`config.mk`:
```
export PLATFORM = sky130hd
export DESIGN_NAME = mc_sequencer_flat
export DESIGN_NICKNAME = d
export VERILOG_FILES = /design/src/rtl/mc_sequencer_if.sv /design/src/rtl/mc_sequencer.sv /design/src/flat_wrapper.sv
export SDC_FILE = /design/constraint.sdc
export NUM_CORES = 1
export LEC_CHECK = 0
export ABC_AREA = 1
export BUFFER_PORTS_ARGS = -buffer_cell sky130_fd_sc_hd__buf_2
export CAP_MARGIN = 10
export CORE_ASPECT_RATIO = 1.1
export CORE_UTILIZATION = 45
export CTS_CLUSTER_SIZE = 8
export DETAILED_ROUTE_END_ITERATION = 6
export PLACE_DENSITY = 0.72
export SLEW_MARGIN = 20
export SYNTH_ARGS = -nofsm -noshare
export SYNTH_HDL_FRONTEND = slang
export SYNTH_SLANG_ARGS = --single-unit
export TNS_END_PERCENT = 50
```
`constraint.sdc`:
```
create_clock -name clk -period 2.1 [get_ports clk]
set_input_delay 0.42 -clock clk [delete_from_list [all_inputs] [get_ports clk]]
set_output_delay 0.42 -clock clk [all_outputs]
set_load 0.005 [all_outputs]
```
`src/rtl/mc_sequencer_if.sv`:
```
// ---------------------------------------------------------------------------
// mc_sequencer_if
//   Unified memory-port handshake between the multi-cycle sequencer and the
//   shared instruction/data memory.
//
//   Signals:
//     mem_req  - request, held stable until mem_ack       (sequencer -> mem)
//     mem_wr   - write qualifier, meaningful with mem_req (sequencer -> mem)
//     i_or_d   - address select: 0 = PC, 1 = ALU out reg  (sequencer -> mem)
//     mem_ack  - request completes this cycle             (mem -> sequencer)
//
//   Modports: master (sequencer side), slave (memory side).
// ---------------------------------------------------------------------------
interface mc_sequencer_if;
  logic mem_req;
  logic mem_wr;
  logic i_or_d;
  logic mem_ack;

  modport master (
    output mem_req,
    output mem_wr,
    output i_or_d,
    input  mem_ack
  );

  modport slave (
    input  mem_req,
    input  mem_wr,
    input  i_or_d,
    output mem_ack
  );
endinterface

```
`src/rtl/mc_sequencer.sv`:
```
// ---------------------------------------------------------------------------
// mc_sequencer
//   Multi-cycle control sequencer for the CPU datapath. Walks each instruction
//   through IDLE/FETCH/DECODE/EXEC/MEM/WB, sharing one memory port between
//   instruction and data accesses via a req/ack handshake, and keeps a
//   saturating retired-instruction counter.
//
//   Parameter:
//     CNT_W      - width of the retired-instruction counter
//
//   Ports:
//     clk, rst   - clock (rising edge), synchronous active-high reset
//     op, fun    - Inst[31:26], Inst[5:0] from the instruction register
//     equal,sign - ALU zero flag and ALU result bit 31
//     mem        - memory handshake (mc_sequencer_if.master)
//     ir_wr, pc_wr, pc_src, reg_wr, reg_dst, ext_op, alu_src, alu_ctr,
//     mem_to_reg - datapath controls
//     state      - current state (debug)
//     retired    - saturating retired-instruction count
//     halted     - illegal-instruction trap indicator
//
//   Build option:
//     MC_ILLEGAL_TRAP_EN - when defined, an unsupported instruction traps
//     into HALT (halted=1) until reset; otherwise it retires as a NOP and
//     halted is tied to 0.
// ---------------------------------------------------------------------------
module mc_sequencer #(
  parameter int CNT_W = 16
) (
  input  logic              clk,
  input  logic              rst,
  input  logic [5:0]        op,
  input  logic [5:0]        fun,
  input  logic              equal,
  input  logic              sign,
  mc_sequencer_if.master    mem,
  output logic              ir_wr,
  output logic              pc_wr,
  output logic              pc_src,
  output logic              reg_wr,
  output logic              reg_dst,
  output logic              ext_op,
  output logic              alu_src,
  output logic [2:0]        alu_ctr,
  output logic              mem_to_reg,
  output logic [2:0]        state,
  output logic [CNT_W-1:0]  retired,
  output logic              halted
);

  typedef enum logic [2:0] {
    S_IDLE   = 3'd0,
    S_FETCH  = 3'd1,
    S_DECODE = 3'd2,
    S_EXEC   = 3'd3,
    S_MEM    = 3'd4,
    S_WB     = 3'd5,
    S_HALT   = 3'd6
  } state_t;

  typedef enum logic [2:0] {
    C_RTYPE = 3'd0,
    C_ADDI  = 3'd1,
    C_LW    = 3'd2,
    C_SW    = 3'd3,
    C_BEQ   = 3'd4,
    C_BNE   = 3'd5,
    C_BGTZ  = 3'd6,
    C_ILL   = 3'd7
  } cls_t;

  localparam logic [2:0] ALU_AND  = 3'd0;
  localparam logic [2:0] ALU_OR   = 3'd1;
  localparam logic [2:0] ALU_ADD  = 3'd2;
  localparam logic [2:0] ALU_SLT  = 3'd3;
  localparam logic [2:0] ALU_ADDU = 3'd4;
  localparam logic [2:0] ALU_SLL  = 3'd5;
  localparam logic [2:0] ALU_SUB  = 3'd6;
  localparam logic [2:0] ALU_SLTU = 3'd7;

  // R-type function code to ALU operation; valid only when rfun_ok is true.
  function automatic logic [2:0] rtype_alu(input logic [5:0] f);
    case (f)
      6'h20:   rtype_alu = ALU_ADD;
      6'h21:   rtype_alu = ALU_ADDU;
      6'h22:   rtype_alu = ALU_SUB;
      6'h23:   rtype_alu = ALU_SUB;
      6'h24:   rtype_alu = ALU_AND;
      6'h25:   rtype_alu = ALU_OR;
      6'h00:   rtype_alu = ALU_SLL;
      6'h2A:   rtype_alu = ALU_SLT;
      6'h2B:   rtype_alu = ALU_SLTU;
      default: rtype_alu = ALU_AND;
    endcase
  endfunction

  function automatic logic rfun_ok(input logic [5:0] f);
    case (f)
      6'h20, 6'h21, 6'h22, 6'h23, 6'h24,
      6'h25, 6'h00, 6'h2A, 6'h2B: rfun_ok = 1'b1;
      default:                    rfun_ok = 1'b0;
    endcase
  endfunction

  function automatic cls_t decode_cls(input logic [5:0] o, input logic [5:0] f);
    case (o)
      6'h00:   decode_cls = rfun_ok(f) ? C_RTYPE : C_ILL;
      6'h08:   decode_cls = C_ADDI;
      6'h23:   decode_cls = C_LW;
      6'h2B:   decode_cls = C_SW;
      6'h04:   decode_cls = C_BEQ;
      6'h05:   decode_cls = C_BNE;
      6'h07:   decode_cls = C_BGTZ;
      default: decode_cls = C_ILL;
    endcase
  endfunction

  // Counter holds at all-ones instead of wrapping.
  function automatic logic [CNT_W-1:0] sat_inc(input logic [CNT_W-1:0] v);
    sat_inc = (&v) ? v : v + 1'b1;
  endfunction

  state_t            state_q, state_d;
  logic [CNT_W-1:0]  retired_q, retired_d;
  cls_t              cls_q, cls_d;
  logic [2:0]        rfn_alu_q, rfn_alu_d;
  cls_t              dec_cls;
  logic              br_taken;

  assign dec_cls = decode_cls(op, fun);

  // Class and R-type ALU code are captured once, in DECODE, and then drive
  // the Moore outputs of the following states. They need no reset because
  // nothing reads them before DECODE has written them.
  always_comb begin
    cls_d     = cls_q;
    rfn_alu_d = rfn_alu_q;
    if (state_q == S_DECODE) begin
      cls_d     = dec_cls;
      rfn_alu_d = rtype_alu(fun);
    end
  end

  always_comb begin
    case (cls_q)
      C_BEQ:   br_taken = equal;
      C_BNE:   br_taken = !equal;
      C_BGTZ:  br_taken = !equal && !sign;
      default: br_taken = 1'b0;
    endcase
  end

  always_comb begin
    state_d     = state_q;
    retired_d   = retired_q;
    mem.mem_req = 1'b0;
    mem.mem_wr  = 1'b0;
    mem.i_or_d  = 1'b0;
    ir_wr       = 1'b0;
    pc_wr       = 1'b0;
    pc_src      = 1'b0;
    reg_wr      = 1'b0;
    reg_dst     = 1'b0;
    ext_op      = 1'b0;
    alu_src     = 1'b0;
    alu_ctr     = ALU_AND;
    mem_to_reg  = 1'b0;

    case (state_q)
      S_IDLE: begin
        state_d = S_FETCH;
      end

      S_FETCH: begin
        mem.mem_req = 1'b1;
        if (mem.mem_ack) begin
          ir_wr   = 1'b1;
          pc_wr   = 1'b1;
          state_d = S_DECODE;
        end
      end

      S_DECODE: begin
        ext_op = (dec_cls == C_ADDI) || (dec_cls == C_LW) || (dec_cls == C_SW);
        if (dec_cls == C_ILL) begin
`ifdef MC_ILLEGAL_TRAP_EN
          state_d = S_HALT;
`else
          state_d   = S_FETCH;
          retired_d = sat_inc(retired_q);
`endif
        end else begin
          state_d = S_EXEC;
        end
      end

      S_EXEC: begin
        case (cls_q)
          C_RTYPE: begin
            reg_dst = 1'b1;
            alu_ctr = rfn_alu_q;
            state_d = S_WB;
          end
          C_ADDI: begin
            alu_src = 1'b1;
            ext_op  = 1'b1;
            alu_ctr = ALU_ADD;
            state_d = S_WB;
          end
          C_LW, C_SW: begin
            alu_src = 1'b1;
            ext_op  = 1'b1;
            alu_ctr = ALU_ADDU;
            state_d = S_MEM;
          end
          C_BEQ, C_BNE, C_BGTZ: begin
            alu_ctr   = ALU_SUB;
            pc_wr     = br_taken;
            pc_src    = br_taken;
            state_d   = S_FETCH;
            retired_d = sat_inc(retired_q);
          end
          default: begin
            state_d = S_FETCH;
          end
        endcase
      end

      S_MEM: begin
        mem.mem_req = 1'b1;
        mem.i_or_d  = 1'b1;
        mem.mem_wr  = (cls_q == C_SW);
        if (mem.mem_ack) begin
          if (cls_q == C_SW) begin
            state_d   = S_FETCH;
            retired_d = sat_inc(retired_q);
          end else begin
            state_d = S_WB;
          end
        end
      end

      S_WB: begin
        reg_wr     = 1'b1;
        reg_dst    = (cls_q == C_RTYPE);
        mem_to_reg = (cls_q == C_LW);
        // ALU inputs stay as in EXEC so the write-back value does not move.
        case (cls_q)
          C_RTYPE: alu_ctr = rfn_alu_q;
          C_ADDI: begin
            alu_ctr = ALU_ADD;
            alu_src = 1'b1;
            ext_op  = 1'b1;
          end
          C_LW: begin
            alu_ctr = ALU_ADDU;
            alu_src = 1'b1;
            ext_op  = 1'b1;
          end
          default: alu_ctr = ALU_AND;
        endcase
        state_d   = S_FETCH;
        retired_d = sat_inc(retired_q);
      end

`ifdef MC_ILLEGAL_TRAP_EN
      S_HALT: begin
        state_d = S_HALT;
      end
`endif

      default: begin
        state_d = S_IDLE;
      end
    endcase
  end

  always_ff @(posedge clk) begin
    if (rst) begin
      state_q   <= S_IDLE;
      retired_q <= '0;
    end else begin
      state_q   <= state_d;
      retired_q <= retired_d;
    end
  end

  always_ff @(posedge clk) begin
    cls_q     <= cls_d;
    rfn_alu_q <= rfn_alu_d;
  end

  assign state   = state_q;
  assign retired = retired_q;

`ifdef MC_ILLEGAL_TRAP_EN
  assign halted = (state_q == S_HALT);
`else
  assign halted = 1'b0;
`endif

endmodule

```
`src/flat_wrapper.sv`:
```
// flat-port wrapper written by rule: the top's interface ports become plain ports
module mc_sequencer_flat 
#(
  parameter int CNT_W = 16
)
  (clk, rst, op, fun, equal, sign, ir_wr, pc_wr, pc_src, reg_wr, reg_dst, ext_op, alu_src, alu_ctr, mem_to_reg, state, retired, halted, mem_mem_req, mem_mem_wr, mem_i_or_d, mem_mem_ack);
  mc_sequencer_if mem_i ();
  input  logic clk;
  input  logic rst;
  input  logic [5:0] op;
  input  logic [5:0] fun;
  input  logic equal;
  input  logic sign;
  output logic ir_wr;
  output logic pc_wr;
  output logic pc_src;
  output logic reg_wr;
  output logic reg_dst;
  output logic ext_op;
  output logic alu_src;
  output logic [2:0] alu_ctr;
  output logic mem_to_reg;
  output logic [2:0] state;
  output logic [CNT_W-1:0] retired;
  output logic halted;
  output wire logic [$bits(mem_i.mem_req)-1:0] mem_mem_req;
  output wire logic [$bits(mem_i.mem_wr)-1:0] mem_mem_wr;
  output wire logic [$bits(mem_i.i_or_d)-1:0] mem_i_or_d;
  input wire logic [$bits(mem_i.mem_ack)-1:0] mem_mem_ack;
  assign mem_mem_req = mem_i.mem_req;
  assign mem_mem_wr = mem_i.mem_wr;
  assign mem_i_or_d = mem_i.i_or_d;
  assign mem_i.mem_ack = mem_mem_ack;
  mc_sequencer #(.CNT_W(CNT_W)) u_core (.clk(clk), .rst(rst), .op(op), .fun(fun), .equal(equal), .sign(sign), .mem(mem_i), .ir_wr(ir_wr), .pc_wr(pc_wr), .pc_src(pc_src), .reg_wr(reg_wr), .reg_dst(reg_dst), .ext_op(ext_op), .alu_src(alu_src), .alu_ctr(alu_ctr), .mem_to_reg(mem_to_reg), .state(state), .retired(retired), .halted(halted));
endmodule
```
==> flow_metrics.tcl, run 1 <==
set metrics [dict create \
    number_of_maximum_capacitance_violations 0 \
    grt_overflow_total 0 \
    gr-usage-all-layers_pct 19.9 \
    die_h_um 69.7 \
    clock_sinks 25 \
    insertion_delay_ps 270 \
    critPathMaxFanout 4 \
    synth_area_um2 1870 \
    die-area_um2 4420 \
    netlist.area_leader.share_pct 20.3 \
    routed-via-count 2043 \
    ant_nets 0 \
    gp_congestion 0.810 \
    post_route_cells_drive_above_1_share_pct 24.4 \
    floorplan.io_pins 51 \
    stdcell_count 413 \
    timing.critical_path.required_ps 1680 \
    dominantRegCellSynth "dfxtp_1" \
    post-route-min-period_ps 2010 \
    yosysUniqueCellTypes 37 \
    grt_setup_unrepaired "true" \
    run_status "finished clean" \
    reg2reg_setup_slack_ps 250 \
    numPortBuffers 49 \
    synth-seq-cells 25 \
    critical_path_data_arrival_time_ps 1590 \
    whs_ps 450 \
    grt_antenna_before_repair 0 \
    cp-end-kind "primary output" \
    grt_max_degree 30 \
    core_um2 3960 \
    global_route_wire_length_before_repair_mm 7.33 \
    post-place-cells 402 \
    achievable-frequency_ghz 0.498 \
    critical_path.startpoint_type "register" \
    async_reset_ff_share_pct 0 \
    synthMostInstantiatedCell "nand2_1" \
    drcViolationCount 0 \
    final_hold_viol_count 0 \
    num-fill-cells 404 \
    max-clock-path-buffers 2 \
    ir_drop_mv 0.183 \
    cell_pwr_density_nw_per_um2 430 \
    synth.yosys.seq_area_share_pct 29.9 \
    setup_violations_final 0 \
    synth_edf_count 6 \
    fin_crit_sh_pct 95.7 \
    fp-row-count 24 \
    leakagePower_nw 1.17 \
    setup_total_negative_slack_ps 0 \
    mappedNetlistNets 324 \
    chipWidth_um 63.5 \
    number_of_global_route_vias_before_repair 1750 \
    skew_ps 7.91 \
    detailed_place_hpwl_mm 3.21 \
    synth_cells 306 \
    path_class "register to primary output" \
    routed_via_density 4.95 \
    syn_to_final_growth_pct 22.9 \
    clock_pin_slew_reported_for_the_worst_setup_and_hold_paths_after_clock_tree_synthesis_ps 90 \
    cts.root.buffer_cell "clkbuf_8" \
    postSynthAreaPerCell_um2 6.12 \
    htree_num_levels 1 \
    hold_path_class "input pin to register" \
    antenna_cells_inserted 0 \
    tritoncts_clock_tree "yes" \
    initial_util_pct 47.3 \
    yosys.area.top_type "dfxtp_1" \
    drt_first_iter_violations 173 \
    firstDrtPassIters 4 \
    detail_route.wl_per_cell_um 10.7 \
    tritoncts.num_buffers 3 \
    ys_top_cells_by_count "nand2_1, nor2_1, inv_1, nand3_1, dfxtp_1" \
    finalMaxSlewViolations 0 \
    drt-total-wl_mm 4.43 \
    synth.top_cells.by_area "dfxtp_1, nand2_1, nor2_1" \
    num-nets-final 380 \
    synth_warnings 0 \
]
==> report_power, final <==
| group | internal [W] | switching (W) |
|---|---|---|
| sequential | 0.000505 | 0.0000155 |
| combinational | 0.0000650 | 0.000114 |
| clock | 0.000136 | 0.000155 |
==> placed cells by master (no fill, tap or decap), types with 4 or more instances in the layout <==
master,Yosys,layout
a21oi_1,6,6
buf_2,1,49
buf_4,1,8
dfxtp_1,19,17
edfxtp_1,6,6
inv_1,52,51
inv_2,5,6
nand2_1,65,65
nand3_1,31,31
nand4_1,18,18
nor2_1,55,51
nor2_4,2,5
nor3_1,9,8
o21ai_0,4,4
==> critical path, stage by stage (launching register included) <==
cell and delay [ps]:
dfxtp_4 370, inv_2 70, nor2_4 130, inv_1 80, nor2_4 120, inv_1 100
nor4_4 160, a21oi_1 70, o31ai_1 70, buf_2 150
==> area by class of cell <==
class	count	area [um2]	area share (%)
multi-input cells	215	1080	46.8
inverters	59	224	9.73
repair buffers	58	325	14.1
clock buffers	4	45.0	1.96
well taps	52	65.1	2.83
flip-flops and latches	25	566	24.6
==> per-layer routing <==
layer  wire [um]  part of all wire (%)  global-route usage, %  vias to the layer above
li1            -                     -                      -                     1088
met1        2070                    47                   26.6                      909
met2        2160                    49                   33.9                       42
met3         162                   3.7                   1.64                        4
met4          35                  0.79                   5.56                        0
met5           0                     0                      0                        -
==> kinds of logic after synthesis <==
family / synth area share [%]
flip-flops: 29.9
buffers and inverters: 15.2
AO/OA/AOI/OAI: 6.41
other: 0.200
adder cells (fa/ha/maj): 0.668
AND/OR/NAND/NOR: 47.6
==> flip-flops by register name, indices dropped and copies added (netlist names) <==
register	count
u_core.retired	16
u_core.cls_q	3
u_core.rfn_alu_q	3
u_core.state	3
==> stage by stage <==
| stage | worst slack [ps] | instance area, um2 | utilization, % | power (W) |
|---|---|---|---|---|
| 6_report | 90.1 | 2300 | 58.1 | 0.000990 |
| 5_1_grt | -19.6 | 2300 | 58.1 | 0.00104 |
| 4_1_cts | 13.4 | 2210 | 55.7 | 0.000985 |
| 3_5_place_dp | 162 | 2150 | 54.2 | 0.000695 |
| 3_3_place_gp | 177 | 2150 | 54.2 | 0.000690 |
| 2_1_floorplan | 350 | 1870 | - | 0.000642 |
==> what timing repair did <==
item / 4_1_cts / 5_1_grt
setup buffers: 0 / 7
hold buffers: 0 / 0
setup endpoints to repair: 4 / 4
pin swaps: 0 / 3
gates resized for setup: 4 / 11
==> final timing paths <==
check	cells after the start	from	end
max	9	u_core.state[2]$_SDFFE_PP0P_	alu_ctr[2]
min reg2reg	4	u_core.retired[14]$_SDFFE_PP0P_	u_core.retired[14]$_SDFFE_PP0P_
max reg2reg	11	u_core.cls_q[0]$_DFFE_PP_	u_core.retired[10]$_SDFFE_PP0P_
min	4	mem_mem_ack	u_core.state[0]$_SDFFE_PP0P_
(Power assumes the default switching activity.)
==> inputs of run 2 (changes only) <==
--- a/config.mk
+++ b/config.mk
@@ -5,14 +5,14 @@
 export SDC_FILE = /design/constraint.sdc
 export NUM_CORES = 1
 export LEC_CHECK = 0
-export ABC_AREA = 1
+export ABC_AREA = 0
 export BUFFER_PORTS_ARGS = -buffer_cell sky130_fd_sc_hd__buf_2
 export CAP_MARGIN = 10
 export CORE_ASPECT_RATIO = 1.1
 export CORE_UTILIZATION = 45
 export CTS_CLUSTER_SIZE = 8
 export DETAILED_ROUTE_END_ITERATION = 6
-export PLACE_DENSITY = 0.72
+export PLACE_DENSITY = 0.73
 export SLEW_MARGIN = 20
 export SYNTH_ARGS = -nofsm -noshare
 export SYNTH_HDL_FRONTEND = slang
==> flow_metrics.tcl, run 2 <==
set metrics [dict create \
    critical_path.cell_chain "buf_6, or3_4, a311o_1, a221oi_4, a211o_1, nand2b_4, a2bb2oi_2, buf_2" \
    combinationalPowerShare_pct 20.7 \
    synth_edf_count 6 \
    power_switching_share_pct 26.4 \
    cp-end-kind "primary output" \
    detailed_place_hpwl_mm 3.47 \
    final_hold_viol_count 0 \
    post-route-worst-setup-slack_ps -446 \
    whs_ps 535 \
    worst_path_max_delay_cell "a311o_1" \
    synth_cells 213 \
    num-nets-final 344 \
    syn_to_final_growth_pct 61.0 \
    number_of_maximum_capacitance_violations 0 \
    dominantRegCellSynth "dfxtp_1" \
    synth_warnings 0 \
    grt_max_degree 23 \
    floorplan.io_pins 51 \
    grt_antenna_before_repair 0 \
    chipWidth_um 60.7 \
    netlist.area_leader.share_pct 22.3 \
    dp_worst_setup_slack_ps -496 \
    die_h_um 66.5 \
    cellInternalPower_w 0.000749 \
    max-clock-path-buffers 2 \
    detail_route.wl_per_cell_um 14.0 \
    drt-total-wl_mm 5.25 \
    mappedNetlistNets 231 \
    ant_nets 0 \
    synth.yosys.seq_area_share_pct 32.9 \
    critPathMaxFanout 3 \
    critical_path.startpoint_type "input pin" \
    timing.critical_path.required_ps 1680 \
    antenna_cells_inserted 0 \
    achievable-frequency_ghz 0.393 \
    grt_overflow_total 0 \
    drt_first_iter_violations 92 \
    synthMostInstantiatedCell "nor2_1" \
    path_class "input pin to primary output" \
    drcViolationCount 0 \
    core_um2 3630 \
    skew_ps 5.11 \
    grt_setup_unrepaired "true" \
    gr-usage-all-layers_pct 26.8 \
    die-area_um2 4040 \
    postSynthAreaPerCell_um2 8.00 \
    mostFrequentLayoutCell "buf_4" \
    yosys.area.top_type "dfxtp_1" \
    p_seq_share_pct 49.6 \
    numPortBuffers 49 \
    timing.critical_path.slowest_cell_delay_ps 380 \
    tritoncts_clock_tree "yes" \
    cts.root.buffer_cell "clkbuf_8" \
    post-route-min-period_ps 2550 \
    tritoncts.num_buffers 3 \
    fin_crit_sh_pct 121 \
    leakagePower_nw 1.26 \
    largest_register_ff_count 16 \
    firstDrtPassIters 4 \
    routed-via-count 2070 \
    cell_pwr_density_nw_per_um2 371 \
    number_of_global_route_vias_before_repair 1839 \
    synth_area_um2 1700 \
    run_status "complete, but fails checks" \
    critical_path_data_arrival_time_ps 2130 \
    clock_pin_slew_reported_for_the_worst_setup_and_hold_paths_after_clock_tree_synthesis_ps 90 \
    synth-seq-cells 25 \
    routed_via_density 5.52 \
    async_reset_ff_share_pct 0 \
    stdcell_count 375 \
    setup_total_negative_slack_ps -4400 \
    gp_congestion 0.825 \
    power_switching_w 0.000268 \
    post_route_cells_drive_above_1_share_pct 47.7 \
    power.clock.fraction_pct 29.6 \
    initial_util_pct 47.0 \
    ir_drop_mv 0.239 \
    global_route_wire_length_before_repair_mm 8.13 \
    fp-row-count 23 \
    violated_checks "negative setup slack" \
    ys_top_cells_by_count "nor2_1, dfxtp_1, a21oi_1, nand2_1" \
    yosysUniqueCellTypes 55 \
    most-common-layout-cells "buf_4, buf_2, nor2_1" \
    finalMaxSlewViolations 0 \
    insertion_delay_ps 280 \
    htree_num_levels 1 \
    post-place-cells 359 \
    hold_path_class "register to register" \
    setup_violations_final 18 \
    clock_sinks 25 \
    synth.top_cells.by_area "dfxtp_1, edfxtp_1, nor2_1" \
]
-- run 2: cell types whose count changed after synthesis, moves of 5 or more --
| cell | previous run | this run |
|---|---|---|
| a21oi_1 | 6 | 13 |
| inv_1 | 52 | 10 |
| inv_2 | 5 | 0 |
| nand2_1 | 65 | 12 |
| nand2b_1 | 0 | 5 |
| nand3_1 | 31 | 11 |
| nand4_1 | 18 | 3 |
| nor2_1 | 55 | 21 |
| nor2b_1 | 0 | 7 |
| o21ai_0 | 4 | 11 |
| o31ai_1 | 1 | 6 |
| or3_1 | 0 | 11 |
-- run 2: worst max-delay path, delay by kind of cell --
kind	cells	cell delay, ps
AO/OA/AOI/OAI	4	960
buffers and inverters	2	230
AND/OR/NAND/NOR	2	510
-- run 2: kinds of logic (layout without fill, tap and decap cells) --
kind of cell | Yosys count | count (layout) | share of synthesized area, %
adder cells (fa/ha/maj) | 2 | 2 | 1.32
other | 1 | 1 | 0.220
AND/OR/NAND/NOR | 103 | 103 | 33.3
AO/OA/AOI/OAI | 52 | 52 | 21.2
multiplexers | 5 | 5 | 3.23
flip-flops | 25 | 25 | 32.9
XOR/XNOR | 5 | 5 | 2.57
buffers and inverters | 20 | 132 | 5.29
-- run 2: cell type report --
class	instances	area [um2]
fill	268	882
clock buffer	4	45.0
tap	50	62.6
timing repair buffer	118	831
inverter	10	37.5
multi-input combinational	168	1200
sequential	25	566
-- run 2: worst paths after layout --
check | from | endpoint | slack, ps | depth (start not counted)
max | op[5] | ext_op | -450 | 8
min | u_core.retired[15]$_SDFFE_PP0P_ | u_core.retired[15]$_SDFFE_PP0P_ | 530 | 2
max reg2reg | u_core.retired[0]$_SDFFE_PP0P_ | u_core.retired[13]$_SDFFE_PP0P_ | -190 | 8
min reg2reg | u_core.retired[15]$_SDFFE_PP0P_ | u_core.retired[15]$_SDFFE_PP0P_ | 530 | 2
-- run 2: per-stage QoR --
| stage | cell area, um2 | power (W) | util [%] |
|---|---|---|---|
| after floorplan | 1750 | 0.000596 | - |
| after global placement | 2450 | 0.000689 | 67.6 |
| after detailed placement | 2450 | 0.000693 | 67.6 |
| after CTS | 2650 | 0.000998 | 73.1 |
| after global routing | 2740 | 0.00106 | 75.7 |
| final | 2740 | 0.00102 | 75.7 |
-- run 2: timing repair --
| item | in CTS | in global routing |
|---|---|---|
| setup buffers | 9 | 3 |
| gates resized for setup | 11 | 25 |
| setup endpoints to repair | 17 | 24 |
| hold buffers | 0 | 0 |
| cloned | 1 | 0 |
| pin swaps | 19 | 12 |
-- run 2: power by group through the flow --
| stage | Clock [W] | Sequential (W) | Combinational [W] |
|---|---|---|---|
| 2_1_floorplan | 0 | 0.000514 | 0.0000824 |
| 3_3_place_gp | 0 | 0.000516 | 0.000173 |
| 3_5_place_dp | 0 | 0.000516 | 0.000177 |
| 4_1_cts | 0.000298 | 0.000505 | 0.000195 |
| 5_1_grt | 0.000321 | 0.000506 | 0.000232 |
| 6_report | 0.000301 | 0.000505 | 0.000211 |
-- run 2: layer usage --
metal / vias up / global-route usage [%] / wire length (um)
met5: - / 0 / 0
li1: 1010 / - / -
met4: 0 / 12.8 / 64
met1: 983 / 32.3 / 2200
met2: 71 / 45.1 / 2750
met3: 6 / 4.85 / 240
